==> src/rtl/poly_term_sched_if.sv <==
// Configuration, operand and result signals of the polynomial term scheduler.
interface poly_term_sched_if;
    logic        cfg_we;
    logic [4:0]  cfg_addr;
    logic [23:0] cfg_coef;
    logic [5:0]  cfg_exp;
    logic        cfg_num_we;
    logic [5:0]  cfg_num;
    logic        cfg_err;
    logic        in_valid;
    logic        in_ready;
    logic [7:0]  in1;
    logic [7:0]  in2;
    logic [7:0]  in3;
    logic        out_valid;
    logic        out_ready;
    logic [23:0] out1;
    logic [15:0] out2;
    logic        busy;

    modport master (
        output cfg_we, cfg_addr, cfg_coef, cfg_exp, cfg_num_we, cfg_num,
        output in_valid, in1, in2, in3, out_ready,
        input  cfg_err, in_ready, out_valid, out1, out2, busy
    );

    modport slave (
        input  cfg_we, cfg_addr, cfg_coef, cfg_exp, cfg_num_we, cfg_num,
        input  in_valid, in1, in2, in3, out_ready,
        output cfg_err, in_ready, out_valid, out1, out2, busy
    );
endinterface

==> src/rtl/poly_term_sched.sv <==
// Sequential polynomial evaluator: sum of coef*in1^e1*in2^e2*in3^e3 mod 2^24,
// all products formed one per cycle through a single shared 24x8 multiplier.
module poly_term_sched #(
    parameter int MAX_TERMS = 32
) (
    input  logic              clk,
    input  logic              rst_n,
    poly_term_sched_if.slave  bus
);
    localparam int AW = $clog2(MAX_TERMS);

    typedef enum logic [2:0] {IDLE, LOAD, INIT, MUL, ACC, DONE} state_t;

    state_t        state;
    logic [23:0]   coef_tab [MAX_TERMS];
    logic [5:0]    exp_tab  [MAX_TERMS];
    logic [5:0]    num_terms;
    logic [AW-1:0] idx;
    logic [7:0]    a1, a2, a3;
    logic [23:0]   acc, prod;
    logic [1:0]    c1, c2, c3;

    logic [23:0]   mul_a;
    logic [7:0]    mul_b;
    logic [31:0]   mul_p;
    logic          last_mul, last_term, idle;

    assign idle      = (state == IDLE);
    assign last_mul  = ({2'b0, c1} + {2'b0, c2} + {2'b0, c3}) == 4'd1;
    assign last_term = 6'(idx) == (num_terms - 6'd1);

    // Operand steering: in1*in3 during LOAD, otherwise prod times the
    // operand whose exponent counter is still pending (in1, then in2, then in3).
    always_comb begin
        mul_a = prod;
        mul_b = a3;
        if (state == LOAD) begin
            mul_a = {16'd0, a1};
            mul_b = a3;
        end else if (c1 != 2'd0) begin
            mul_b = a1;
        end else if (c2 != 2'd0) begin
            mul_b = a2;
        end
    end

    assign mul_p = {8'd0, mul_a} * {24'd0, mul_b};

    // Config writes only land while idle; a write in the accept cycle is
    // visible to the evaluation because the table is first read in INIT.
    always_ff @(posedge clk or negedge rst_n) begin
        if (!rst_n) begin
            for (int i = 0; i < MAX_TERMS; i++) begin
                coef_tab[i] <= '0;
                exp_tab[i]  <= '0;
            end
            num_terms <= '0;
            bus.cfg_err <= 1'b0;
        end else begin
            bus.cfg_err <= ((bus.cfg_we || bus.cfg_num_we) && !idle) ||
                           (bus.cfg_num_we && idle && bus.cfg_num > 6'(MAX_TERMS));
            if (idle && bus.cfg_we) begin
                coef_tab[bus.cfg_addr] <= bus.cfg_coef;
                exp_tab[bus.cfg_addr]  <= bus.cfg_exp;
            end
            if (idle && bus.cfg_num_we && bus.cfg_num <= 6'(MAX_TERMS))
                num_terms <= bus.cfg_num;
        end
    end

    always_ff @(posedge clk or negedge rst_n) begin
        if (!rst_n) begin
            state         <= IDLE;
            idx           <= '0;
            a1            <= '0;
            a2            <= '0;
            a3            <= '0;
            acc           <= '0;
            prod          <= '0;
            c1            <= '0;
            c2            <= '0;
            c3            <= '0;
            bus.out1      <= '0;
            bus.out2      <= '0;
            bus.out_valid <= 1'b0;
            bus.busy      <= 1'b0;
            bus.in_ready  <= 1'b1;
        end else begin
            case (state)
                IDLE: if (bus.in_valid) begin
                    a1           <= bus.in1;
                    a2           <= bus.in2;
                    a3           <= bus.in3;
                    acc          <= '0;
                    idx          <= '0;
                    bus.in_ready <= 1'b0;
                    bus.busy     <= 1'b1;
                    state        <= LOAD;
                end
                LOAD: begin
                    bus.out2 <= mul_p[15:0];
                    if (num_terms == 6'd0) begin
                        bus.out1      <= acc;
                        bus.out_valid <= 1'b1;
                        state         <= DONE;
                    end else begin
                        state <= INIT;
                    end
                end
                INIT: begin
                    prod         <= coef_tab[idx];
                    {c1, c2, c3} <= exp_tab[idx];
                    state        <= (exp_tab[idx] == 6'd0) ? ACC : MUL;
                end
                MUL: begin
                    prod <= mul_p[23:0];
                    if (c1 != 2'd0)      c1 <= c1 - 2'd1;
                    else if (c2 != 2'd0) c2 <= c2 - 2'd1;
                    else                 c3 <= c3 - 2'd1;
                    if (last_mul) state <= ACC;
                end
                ACC: begin
                    acc <= acc + prod;
                    if (last_term) begin
                        bus.out1      <= acc + prod;
                        bus.out_valid <= 1'b1;
                        state         <= DONE;
                    end else begin
                        idx   <= idx + 1'b1;
                        state <= INIT;
                    end
                end
                DONE: if (bus.out_ready) begin
                    bus.out_valid <= 1'b0;
                    bus.busy      <= 1'b0;
                    bus.in_ready  <= 1'b1;
                    state         <= IDLE;
                end
                default: state <= IDLE;
            endcase
        end
    end
endmodule

==> src/flat_wrapper.sv <==
// flat-port wrapper written by rule: the top's interface ports become plain ports
module poly_term_sched_flat 
#(
    parameter int MAX_TERMS = 32
)
  (clk, rst_n, bus_cfg_we, bus_cfg_addr, bus_cfg_coef, bus_cfg_exp, bus_cfg_num_we, bus_cfg_num, bus_in_valid, bus_in1, bus_in2, bus_in3, bus_out_ready, bus_cfg_err, bus_in_ready, bus_out_valid, bus_out1, bus_out2, bus_busy);
  poly_term_sched_if bus_i ();
  input  logic clk;
  input  logic rst_n;
  input wire logic [$bits(bus_i.cfg_we)-1:0] bus_cfg_we;
  input wire logic [$bits(bus_i.cfg_addr)-1:0] bus_cfg_addr;
  input wire logic [$bits(bus_i.cfg_coef)-1:0] bus_cfg_coef;
  input wire logic [$bits(bus_i.cfg_exp)-1:0] bus_cfg_exp;
  input wire logic [$bits(bus_i.cfg_num_we)-1:0] bus_cfg_num_we;
  input wire logic [$bits(bus_i.cfg_num)-1:0] bus_cfg_num;
  input wire logic [$bits(bus_i.in_valid)-1:0] bus_in_valid;
  input wire logic [$bits(bus_i.in1)-1:0] bus_in1;
  input wire logic [$bits(bus_i.in2)-1:0] bus_in2;
  input wire logic [$bits(bus_i.in3)-1:0] bus_in3;
  input wire logic [$bits(bus_i.out_ready)-1:0] bus_out_ready;
  output wire logic [$bits(bus_i.cfg_err)-1:0] bus_cfg_err;
  output wire logic [$bits(bus_i.in_ready)-1:0] bus_in_ready;
  output wire logic [$bits(bus_i.out_valid)-1:0] bus_out_valid;
  output wire logic [$bits(bus_i.out1)-1:0] bus_out1;
  output wire logic [$bits(bus_i.out2)-1:0] bus_out2;
  output wire logic [$bits(bus_i.busy)-1:0] bus_busy;
  assign bus_i.cfg_we = bus_cfg_we;
  assign bus_i.cfg_addr = bus_cfg_addr;
  assign bus_i.cfg_coef = bus_cfg_coef;
  assign bus_i.cfg_exp = bus_cfg_exp;
  assign bus_i.cfg_num_we = bus_cfg_num_we;
  assign bus_i.cfg_num = bus_cfg_num;
  assign bus_i.in_valid = bus_in_valid;
  assign bus_i.in1 = bus_in1;
  assign bus_i.in2 = bus_in2;
  assign bus_i.in3 = bus_in3;
  assign bus_i.out_ready = bus_out_ready;
  assign bus_cfg_err = bus_i.cfg_err;
  assign bus_in_ready = bus_i.in_ready;
  assign bus_out_valid = bus_i.out_valid;
  assign bus_out1 = bus_i.out1;
  assign bus_out2 = bus_i.out2;
  assign bus_busy = bus_i.busy;
  poly_term_sched #(.MAX_TERMS(MAX_TERMS)) u_core (.clk(clk), .rst_n(rst_n), .bus(bus_i));
endmodule
==> config.mk <==
export PLATFORM = sky130hd
export DESIGN_NAME = poly_term_sched_flat
export DESIGN_NICKNAME = d
export VERILOG_FILES = /design/src/rtl/poly_term_sched_if.sv /design/src/rtl/poly_term_sched.sv /design/src/flat_wrapper.sv
export SDC_FILE = /design/constraint.sdc
export NUM_CORES = 2
export LEC_CHECK = 0
export BUFFER_PORTS_ARGS = -buffer_cell sky130_fd_sc_hd__clkbuf_2
export CAP_MARGIN = 20
export CELL_PAD_IN_SITES_DETAIL_PLACEMENT = 0
export CELL_PAD_IN_SITES_GLOBAL_PLACEMENT = 2
export CORE_MARGIN = 8
export CORE_UTILIZATION = 30
export CTS_CLUSTER_DIAMETER = 60
export DETAILED_ROUTE_END_ITERATION = 12
export GPL_ROUTABILITY_DRIVEN = 0
export HOLD_SLACK_MARGIN = 0.08
export PLACE_DENSITY_LB_ADDON = 0.1
export REMOVE_ABC_BUFFERS = 1
export SYNTH_ARGS = -nofsm -noshare
export SYNTH_HDL_FRONTEND = slang
export SYNTH_SLANG_ARGS = --single-unit
==> constraint.sdc <==
create_clock -name clk -period 7.32 [get_ports clk]
set_input_delay 1.464 -clock clk [delete_from_list [all_inputs] [get_ports clk]]
set_output_delay 1.464 -clock clk [all_outputs]
set_load 0.05 [all_outputs]
* After elaboration in Yosys (flattened, before gate mapping) *
Cells that the tools add are included.

cells by class
  multipliers = 1
  bitwise operators = 2
  reductions and logical operators = 29
  equality and inequality tests = 17
  divide/modulo/power cells = 0
  order comparisons = 5
  add/subtract/negate cells = 8
  mux-type cells = 49
  shift operators = 0

operator list
  cell                                           number
  bitwise mux 768 bit                            1
  bitwise mux 192 bit                            1
  two-way mux 24 bit                             7
  case mux 24 bit (2 select lines)               3
  binary-select mux 24 bit (select 5 bit)        1
  demux 24 bit (select 5 bit)                    1
  binary-select mux 6 bit (select 5 bit)         1
  demux 6 bit (select 5 bit)                     1
  adder 24 bit                                   1
  multiplier 24 x 8 -> 24 bit                    1
  two-way mux 8 bit                              3
  two-way mux 3 bit                              6
  two-way mux 6 bit                              3
  case mux 3 bit (6 select lines)                1
  AND reduction 3 bit                            6
  >= comparator 6 bit (second input constant)    2
  zero test 6 bit                                2
  inequality test 2 bit (second input constant)  6
  inverter 5 -> 6 bit                            2
  case mux 2 bit (2 select lines)                3
  nonzero test 2 bit                             6
  two-way mux 2 bit                              5
  two-way mux 5 bit                              2
  case mux 5 bit (2 select lines)                1
  other kinds (24)                               45

storage, ports and cells
  output and inout port bits = 44
  memory bits (read-only) = 0
  bits in registers = 1096
  input bits = 71
  memories kept = 0
  RAM bits = 0
  bits in latches = 0
  logic and storage cells = 192

* Logic depth before layout (Yosys ltp) *
  word-level depth = 7
  gate-level depth with buffers = 28
  gate-level depth less buffers = 25

* Worst setup path before layout *
No wires, ideal clock.

  path type = register to register
  from = register u_core.c2[0]
  to = register u_core.prod[23]
  stages on the path, launching flop included = 24
  setup time = 120 ps
  data arrival time = 6095 ps
  setup slack = 1105 ps
  cell sequence = dfrtp_1 > inv_1 > ha_1 > buf_4 > mux2_2 > mux2i_1 > nor2_1 > a21oi_1 > nor2_1 > fa_1 > fa_1 > fa_1 > inv_1 > fa_1 > inv_1 > ha_1 > or2_2 > clkbuf_1 > o31a_1 > o311a_1 > nor2b_1 > nor3b_1 > or4_1 > and3_1

on the way
  cells in the longest elaborated chain, start to end = 6

RTL lines
  item                              line                    text
  start, declared                   poly_term_sched.sv:21   logic [1:0] c1, c2, c3;
  start signal, assigned            poly_term_sched.sv:112  {c1, c2, c3} <= exp_tab[idx];
  start signal, assigned            poly_term_sched.sv:118  else if (c2 != 2'd0) c2 <= c2 - 2'd1;
  nonzero test 2 bit                poly_term_sched.sv:42   end else if (c2 != 2'd0) begin
  two-way mux 8 bit                 poly_term_sched.sv:42
  two-way mux 8 bit                 poly_term_sched.sv:40   end else if (c1 != 2'd0) begin
  two-way mux 8 bit                 poly_term_sched.sv:37   if (state == LOAD) begin
  multiplier 24 x 8 -> 24 bit       poly_term_sched.sv:47   assign mul_p = {8'd0, mul_a} * {24'd0, mul_b};
  case mux 24 bit (2 select lines)  poly_term_sched.sv:89   case (state)
  end signal, assigned              poly_term_sched.sv:111  prod <= coef_tab[idx];
  end signal, assigned              poly_term_sched.sv:116  prod <= mul_p[23:0];
  end, declared                     poly_term_sched.sv:20   logic [23:0] acc, prod;

Every way passes these cells.
A chain may end at the register's enable or synchronous reset.

* Final worst setup path *
Ends and elaborated chain as after synthesis.

==> qor.txt <==
DR iter-0 viols = 1559
fmax = 143 MHz
Die ar. = 198000 um2
chain of cells forming the critical path = inv_1 -> ha_1 -> mux2i_1 -> a21o_1 -> nor2_1 -> buf_4 -> a21oi_1 -> nor2_1 -> fa_1 -> inv_1 -> fa_1 -> fa_1 -> fa_1 -> inv_1 -> ha_1 -> a21oi_1 -> o221ai_1 -> or3_1 -> o311a_1 -> nor2b_1 -> nor3b_1 -> or4_1 -> and3_1
DRT antenna net count = 0
worst path arrival time = 7.63 ns
critical-path maximum fanout = 10
drc violations = 0
Final Hold Fails = 0
CP Data Required Time = 7.98 ns
Net count, final = 4225
worst skew pair latency = 0.78 ns
Routed wire per std cell = 26.3 um
outcome = finished clean
share of synthesized registers carrying an async set or reset = 100%
sequential-to-total area share from yosys stat = 49.8%
clock-pin slew on the worst setup and hold paths = 0.05 ns
proportion of layout cells with a drive suffix above 1 = 43.9%
fin. max-slew vios = 0
leading cell types by count after synthesis = dfrtp_1, mux2_2, mux4_2
Avg Vias per Cell = 4.95
post-synthesis instance area = 55100 um2
warning count from the yosys run = 0
slowest library cell on the worst path = a21oi_1
actual slew at the worst max-slew pin = 1.09 ns
mux cell area share after synthesis = 33.1%
global-route usage over all layers = 17.5%
synthesized-area fraction occupied by ao, oa, aoi and oai cells = 2.78%
Design Area, Final = 63600 um2
number of hold-repair buffers added at the cts stage = 0
cell with the most instances after synthesis = dfrtp_1
main area contributors after synthesis = dfrtp_1, mux2_2, mux4_2, fa_1, nand2_1
max-cap check violation count = 0
worst vdd rail ir drop = 0.226 mV
Final Critical Period = 6.98 ns
initial core utilization = 30.1%
count of state elements after synthesis = 1096
hold_ws = 0.467 ns
kind of launch point of the worst setup path = flop
adder and majority cell fraction of the synthesized area = 5.44%
sum of buffers and inverters on the critical path = 4
register-to-register path setup slack = 0.34 ns
Post-Place Cell Area = 58700 um2
final routed wirelength across all metal layers = 173 mm
x dimension of the die = 445 um
final setup fails = 0
cell mode on critical path = fa_1
core box area = 183000 um2
Hold Crit Class = flop to flop
TritonCTS buffer count = 144
final standard cell utilization of the core = 34.8%
share of the synthesized area in the top cell type = 49.7%
clock tree skew after final layout = 0.0293 ns
Pwr Density = 429 nW/um2
Post-Layout Cell Count = 6564
post-cts gate resize count = 0
max-slew headroom at the worst pin = 25.6%
CTS sink cnt = 1096
Worst path max stage delay = 0.60 ns
count of cell types in the netlist = 67
total I/O pin count = 115
clock tree from TritonCTS = built
residual overflow from global routing = 0
top_reg_cell synth = dfrtp_1
count of input and output buffers = 114
total number of H-tree levels = 4
half-perimeter wire length of the detailed placement result = 103 mm
unrepaired setup endpoints after global routing = false
largest family of logic cells by synthesized area = multiplexers
parity-gate share of the synthesized area counting xor and xnor cells = 0.813%
total number of vias = 32500
y dimension of the die = 445 um
basic-gate share of the synthesized area counting and, or, nand and nor cells = 4.87%
Largest delay share family, worst path = adder cells
type of the worst setup path = flop to flop
DR pass1 iterations = 5
number of cells in the design after placement = 6299
layout overhead on the synthesized area = 15.3%
maximum number of pins on one net before global-route repair = 137
Gate Count Post-Synth = 3928
post-route fraction of the period consumed by the critical path = 95.3%
vias in the first global route = 35300
Rows = 157
post-synthesis cell type with the largest combined area = dfrtp_1
number of flops mapped to enable cells by yosys = 0
Longest Clk Path Bufs = 3
syn_area_per_cell = 14.0 um2
leakage dissipation = 29.4 nW
initial antenna violation count = 15
global-route wire length before repair = 257 mm
CTS root buf = clkbuf_16
endpoint class of the critical path = flop
Setup Fix Bufs, Post-CTS = 0
layer usage:
layer | share of wire (%) | up-vias | global-route usage, %
li1 | - | 14300 | -
met1 | 46 | 17500 | 23.9
met2 | 49 | 455 | 29.2
met3 | 3.1 | 234 | 2.75
met4 | 2.6 | 0 | 4.65
met5 | 0 | - | 0
final timing paths:
kind | endpoint | startpoint | cells after the start
worst min-delay path | u_core.bus.out2[0] | u_core.bus.out2[0] | 2
worst min register to register | u_core.bus.out2[0] | u_core.bus.out2[0] | 2
min in group asynchronous | u_core.coef_tab[247] | rst_n | 1
worst max-delay path | u_core.prod[23] | u_core.c2[0] | 23
worst max register to register | u_core.prod[23] | u_core.c2[0] | 23
max in group asynchronous | u_core.coef_tab[67] | rst_n | 3
where the power goes:
group          switching (W)  total, W  internal [W]
clock network        0.00289   0.00717       0.00427
logic                0.00600    0.0111       0.00511
registers            0.00115   0.00901       0.00785
worst register-to-register path, stage by stage, from the launching register on:
cell and delay [ns]:
dfrtp_1 0.43, inv_1 0.08, ha_1 0.56, mux2i_1 0.36, a21o_1 0.18, nor2_1 0.04, buf_4 0.16, a21oi_1 0.60
nor2_1 0.16, fa_1 0.42, inv_1 0.08, fa_1 0.45, fa_1 0.40, fa_1 0.52, inv_1 0.06, ha_1 0.35
a21oi_1 0.29, o221ai_1 0.18, or3_1 0.36, o311a_1 0.40, nor2b_1 0.13, nor3b_1 0.07, or4_1 0.40, and3_1 0.17
kinds of logic after synthesis:
| family | count (synthesis) |
|---|---|
| AOI/OAI and AO/OA | 243 |
| xor gates and xnor gates | 48 |
| adders and majority gates | 173 |
| buffers and inverters | 437 |
| DFF | 1096 |
| muxes | 1325 |
| and+or+nand+nor | 606 |
state kept, by name, indices dropped and copies added (netlist names), 2 cells and up:
name              flops
u_core.coef_tab     768
u_core.exp_tab      192
u_core.acc           24
u_core.bus.out1      24
u_core.prod          24
u_core.bus.out2      16
u_core.a1             8
u_core.a2             8
u_core.a3             8
u_core.num_terms      6
u_core.idx            5
u_core.state          3
u_core.c1             2
u_core.c2             2
u_core.c3             2
layout make-up:
class / instances / area [um2]
Clock buffer: 208 / 4160
Clock inverter: 54 / 708
Tap cell: 2464 / 3080
Inverter: 128 / 480
Sequential cell: 1096 / 27400
Multi-Input combinational cell: 2395 / 26200
Fill cell: 17800 / 119000
Timing Repair Buffer: 216 / 1520
Antenna cell: 3 / 7.51
metrics by stage:
step           setup TNS, ns  worst slack [ns]  power, W
4_1_cts                    0             0.356    0.0279
2_1_floorplan        -238.76             -4.06    0.0171
3_5_place_dp               0             0.378    0.0204
3_3_place_gp               0             0.431    0.0205
6_report                   0             0.342    0.0273
5_1_grt                    0            0.0357    0.0293
cell usage in the layout, fill, tap and decap left out, types with 13 or more instances in the layout:
| master | netlist | layout |
|---|---|---|
| clkbuf_1 | 208 | 35 |
| clkinv_2 | 0 | 21 |
| mux4_2 | 300 | 300 |
| clkbuf_8 | 0 | 27 |
| fa_1 | 111 | 111 |
| a21oi_1 | 69 | 69 |
| xor2_1 | 18 | 18 |
| clkbuf_2 | 0 | 113 |
| ha_1 | 62 | 62 |
| dfrtp_1 | 1095 | 1089 |
| inv_1 | 128 | 128 |
| nor2_1 | 176 | 164 |
| and3_1 | 15 | 15 |
| buf_12 | 0 | 14 |
| mux2i_1 | 38 | 38 |
| nor3_1 | 21 | 17 |
| xnor2_1 | 28 | 28 |
| a31oi_1 | 29 | 29 |
| buf_4 | 5 | 88 |
| clkbuf_16 | 0 | 146 |
| nand2_1 | 249 | 237 |
| nand3_1 | 39 | 35 |
| and2_1 | 31 | 31 |
| or2_2 | 19 | 19 |
| a21o_1 | 22 | 22 |
| a211oi_1 | 13 | 13 |
| o21ai_0 | 52 | 51 |
| mux2_2 | 987 | 987 |
(Power assumes the default switching activity.)
